File: config.mk
export PLATFORM = sky130hd
export DESIGN_NAME = mod5_residue_sched
export DESIGN_NICKNAME = d
export VERILOG_FILES = /design/src/rtl/mod5_residue_sched.sv
export SDC_FILE = /design/constraint.sdc
export NUM_CORES = 1
export LEC_CHECK = 0
export CORE_MARGIN = 3
export CORE_UTILIZATION = 30
export DETAILED_ROUTE_END_ITERATION = 8
export PLACE_DENSITY = 0.59
export SLEW_MARGIN = 20
export SYNTH_ARGS = -nofsm -noshare
export SYNTH_HDL_FRONTEND = slang
export SYNTH_SLANG_ARGS = --single-unit
File: constraint.sdc
create_clock -name clk -period 7.7 [get_ports clk]
set_clock_uncertainty 0.05 [all_clocks]
set_input_delay 1.155 -clock clk [delete_from_list [all_inputs] [get_ports clk]]
set_output_delay 1.155 -clock clk [all_outputs]
set_load 0.1 [all_outputs]
File: src/rtl/mod5_residue_sched.sv
// mod5_residue_sched: round-robin share of one combinational mod-5 unit among N_REQ
// valid/ready requesters, with a registered operand, a registered residue and a single result channel.

module div_32_5 (
    input  logic [31:0] x_i,
    output logic [2:0]  r_o
);
    // 16 == 1 (mod 5), so the sum of the hex digits has the same residue as x.
    logic [6:0] sum;
    always_comb begin
        sum = '0;
        for (int i = 0; i < 8; i++) sum = sum + 7'(x_i[i*4 +: 4]);
        r_o = 3'(sum % 7'd5);
    end
endmodule

module mod5_residue_sched #(
    parameter int N_REQ  = 4,
    parameter int ID_W   = 2,
    parameter int DATA_W = 32
) (
    input  logic                    clk,
    input  logic                    rst_n,
    input  logic [N_REQ-1:0]        req_valid,
    input  logic [N_REQ*DATA_W-1:0] req_data,
    output logic [N_REQ-1:0]        req_ready,
    output logic                    res_valid,
    input  logic                    res_ready,
    output logic [2:0]              res_r,
    output logic [ID_W-1:0]         res_id,
    output logic                    busy
);
    typedef enum logic [1:0] {IDLE, CALC, RESP} state_t;

    state_t            state_q, state_d;
    logic [ID_W-1:0]   rr_q, id_q, gnt, cand;
    logic [ID_W:0]     sum;
    logic              found;
    logic [DATA_W-1:0] opnd_q;
    logic [2:0]        r;

    div_32_5 u_div (.x_i(opnd_q), .r_o(r));

    // Scan downward so the requester closest to rr_q wins.
    always_comb begin
        found = 1'b0;
        gnt   = '0;
        sum   = '0;
        cand  = '0;
        for (int k = N_REQ - 1; k >= 0; k--) begin
            sum  = {1'b0, rr_q} + (ID_W+1)'(k);
            cand = (sum >= (ID_W+1)'(N_REQ)) ? ID_W'(sum - (ID_W+1)'(N_REQ)) : ID_W'(sum);
            if (req_valid[cand]) begin
                found = 1'b1;
                gnt   = cand;
            end
        end
    end

    always_comb begin
        state_d = state_q;
        case (state_q)
            IDLE:    state_d = found ? CALC : IDLE;
            CALC:    state_d = RESP;
            RESP:    state_d = res_ready ? IDLE : RESP;
            default: state_d = IDLE;
        endcase
    end

    always_comb begin
        req_ready = (state_q == IDLE && found && rst_n) ? (N_REQ'(1) << gnt) : '0;
        res_valid = state_q == RESP;
        busy      = state_q != IDLE;
    end

    always_ff @(posedge clk or negedge rst_n) begin
        if (!rst_n) begin
            state_q <= IDLE;
            rr_q    <= '0;
            opnd_q  <= '0;
            id_q    <= '0;
            res_r   <= '0;
            res_id  <= '0;
        end else begin
            state_q <= state_d;
            if (state_q == IDLE && found) begin
                opnd_q <= req_data[int'(gnt)*DATA_W +: DATA_W];
                id_q   <= gnt;
                rr_q   <= (gnt == ID_W'(N_REQ - 1)) ? '0 : gnt + ID_W'(1);
            end
            if (state_q == CALC) begin
                res_r  <= r;
                res_id <= id_q;
            end
        end
    end
endmodule
==> Flow_metrics.wiki <==
{| class="wikitable"
! Metric !! Value
|-
| First-pass iteration count of the detailed router || 4
|-
| H-tree levels || 2
|-
| Minimum setup slack among reg-to-reg paths || 1830 ps
|-
| Post-synthesis register bit count || 43
|-
| Result of the run || complete, no violations
|-
| Peak fanout along the critical path || 10
|-
| Critical path launch point type || register
|-
| Setup repair after global routing missed its margin || false
|-
| Post-Synthesis Cell Area || 4091 um2
|-
| Net total in the final layout || 865
|-
| Max-slew violation count || 0
|-
| Post-cts sizing count || 0
|-
| Pin count of the biggest net entering global routing || between 60 and 70
|-
| Final antenna diode count || 0
|-
| Warnings, synthesis || 0
|-
| Series of cell instances along the critical path || ha_1, inv_1, fa_1, xor2_1, fa_1, fa_1, fa_1, inv_1, fa_1, fa_1, xnor2_2, o211ai_2, nand2_4, a221o_1, o31ai_1, a211o_1, a211oi_1, o31ai_2
|-
| Sequential-to-total area share from yosys stat || 0.2630
|-
| Clock latency on the worst-skew pair || between 200 and 300 ps
|-
| Count of final hold-check violations || 0
|-
| Maximum Capacitance Violations || 0
|-
| Routed WL per cell || about 14 um
|-
| Data required time at the worst endpoint || 7800 ps
|-
| Type of the most critical hold path || register to register
|-
| Quantity of I/O buffers inserted on ports || about 150
|-
| Initial DRC Count || 184
|-
| Number of distinct library cell variants in the gate-level netlist after synthesis || 58
|-
| Number of buffers created by CTS || 5
|-
| Number of primary I/O pins || 146
|-
| Cell with the most instances after synthesis || nand2_1
|-
| CP most frequent cell || fa_1
|-
| Number of clock sinks || 43
|-
| Clock tree from TritonCTS || built
|-
| Final-layout setup total negative slack || 0 ps
|-
| First-pass GRT wire length || around 20000 um
|-
| Remaining antenna violation count after routing || 0
|-
| Number of rows created at floorplan || between 40 and 50
|-
| Clock period minus final worst setup slack || 5867 ps
|-
| Share of the synthesized area in the top cell type || 0.2630
|-
| Remaining global-route overflow || 0
|-
| Die extent in y || 122.8 um
|-
| Number of buffers inserted by post-CTS setup repair || 0
|-
| Vias in the first global route || 4151
|-
| Signed area change from the synthesized netlist to the final layout || 41.25%
|-
| Synthesized instance count || 573
|-
| Max_slew headroom || 0.3479
|-
| Post-synthesis average cell area || between 7 and 8 um2
|-
| Primary FF master, synth || dfrtp_1
|-
| Clk pin slew, worst setup/hold paths || 60 ps
|-
| Cells taking the most area after synthesis || dfrtp_1 (26%), nand2_1 (18%), fa_1 (9.3%)
|-
| Async set or reset register ratio after synthesis || 1.000
|-
| Clock Tree Buf Depth || 2
|-
| Top cell types by occurrence after synthesis || nand2_1 (191), o21ai_0 (63), nand3_1 (58)
|-
| Highest clock frequency the design can meet || 170.4 MHz
|-
| Total global-route track usage || 0.1580
|-
| Largest stage delay on the critical path || 570 ps
|-
| Routability congestion estimate || 0.8240
|-
| Endpoint kind of the worst setup timing path || register
|-
| Final clock period utilization by the worst path || 0.7620
|-
| Ratio of cells with drive above 1 in the final layout || 0.04040
|-
| Synth Net Count || roughly 750
|-
| Vias after detailed routing || 4182
|-
| Floorplan core area || approximately 13000 um2
|-
| Hold Buf Count CTS || 0
|-
| Number of antenna violations at the first check in global routing || 0
|-
| WP data arrival || between 5000 and 6000 ps
|-
| Transition time at the pin with the least slew margin || 975.1 ps
|-
| Total routed wirelength || 11980 um
|-
| Number of enable flip-flop cells after synthesis || 0
|-
| Final number of setup-violating endpoints || 0
|-
| Number of design rule violations left after detail routing || 0
|-
| Post-detailed-placement half-perimeter wirelength || 9559 um
|-
| Initial cell density of the core || 0.3077
|-
| Slowest-stage cell, CP || fa_1
|-
| Overall die area || 15070 um2
|-
| Clock root buffer || clkbuf_16
|-
| Via count normalized by instance count || 4.812
|-
| Die X-Extent || 122.8 um
|-
| Most area-hungry cell type in the Yosys netlist || dfrtp_1
|-
| Category of the most critical setup path || register to register
|}
-- through the flow --
stage                     hold WS [ps]  setup slack (ps)  cells  area [um2]    util
final                            422.0              1833    869        5779  0.4347
after global placement           407.4              1952    861        5635  0.4239
after global routing             455.7              1454    869        5779  0.4347
after detailed placement         413.0              1833    861        5635  0.4239
after CTS                        429.3              1821    869        5777  0.4345
after floorplan                  388.6              2237    573        4091       -
-- worst paths after layout --
kind | startpoint | to | cells past startpoint
min in group asynchronous | rst_n | opnd_q[17] | 1
setup / recovery | opnd_q[0] | res_r[0] | 18
hold / removal | id_q[0] | res_id[0] | 2
hold reg to reg | id_q[0] | res_id[0] | 2
max in group asynchronous | rst_n | opnd_q[28] | 1
setup reg to reg | opnd_q[0] | res_r[0] | 18
-- worst max-delay path, delay by kind of cell (launching register included) --
kind / cells / cell delay, ps
flip-flops: 1 / 350
buffers and inverters: 2 / 110
adder cells (fa/ha/maj): 7 / 3170
XOR/XNOR: 2 / 630
AND/OR/NAND/NOR: 1 / 150
AO/OA/AOI/OAI: 6 / 1280
-- logic make-up (layout without fill, tap and decap cells) --
group | after synthesis | after routing | share of synthesized area
flip-flops | 43 | 43 | 0.2630
AND/OR/NAND/NOR | 288 | 288 | 0.3028
adder cells (fa/ha/maj) | 38 | 38 | 0.1511
AO/OA/AOI/OAI | 115 | 115 | 0.1765
multiplexers | 4 | 4 | 0.01009
XOR/XNOR | 7 | 7 | 0.02019
buffers and inverters | 78 | 198 | 0.07645
-- cell usage in the layout, fill, tap and decap left out, drive strengths merged, types with 2 or more instances in the layout --
cell type,synthesis,final
ha,19,19
and2,3,3
clkinv,1,2
a21oi,14,14
a211oi,2,2
o211ai,3,3
xor2,3,3
o21a,4,4
inv,40,40
mux2i,3,3
nand3b,2,2
nor2b,2,2
or2,3,3
nand2,192,192
o21ai,65,65
o31ai,5,5
nor4,4,4
xnor2,3,3
nor2,8,8
nand3,58,58
a32oi,2,2
nand2b,4,4
and3,5,5
dfrtp,43,43
or3,2,2
a31oi,2,2
buf,9,5
clkdlybuf4s50,0,144
clkbuf,28,6
a211o,5,5
fa,19,19
nor3,3,3
-- state kept, by name, summed over array words and instances, names as in the netlist --
name,cells
opnd_q,32
rr_q,2
state_q,2
id_q,2
res_r,3
res_id,2
-- metal layers --
| metal | wire [um] | vias to the layer above | global-route usage |
|---|---|---|---|
| met1 | 5459 | 1917 | 0.2125 |
| met2 | 5761 | 105 | 0.2651 |
| met5 | 0 | - | 0 |
| met3 | 517 | 13 | 0.02166 |
| met4 | 244 | 0 | 0.04549 |
| li1 | - | 2147 | - |
-- final cells by class --
| type | instances | area, um2 |
|---|---|---|
| clock buffer | 6 | 128.9 |
| clock inverter | 2 | 12.51 |
| fill | 1378 | 7516 |
| inverter | 41 | 153.9 |
| multi-input combinational | 452 | 2709 |
| sequential | 43 | 1076 |
| tap | 176 | 220.2 |
| timing repair buffer | 149 | 1479 |
Power is not shown: default switching activity piles up to over one toggle a cycle in this logic, so the estimate is an artifact.
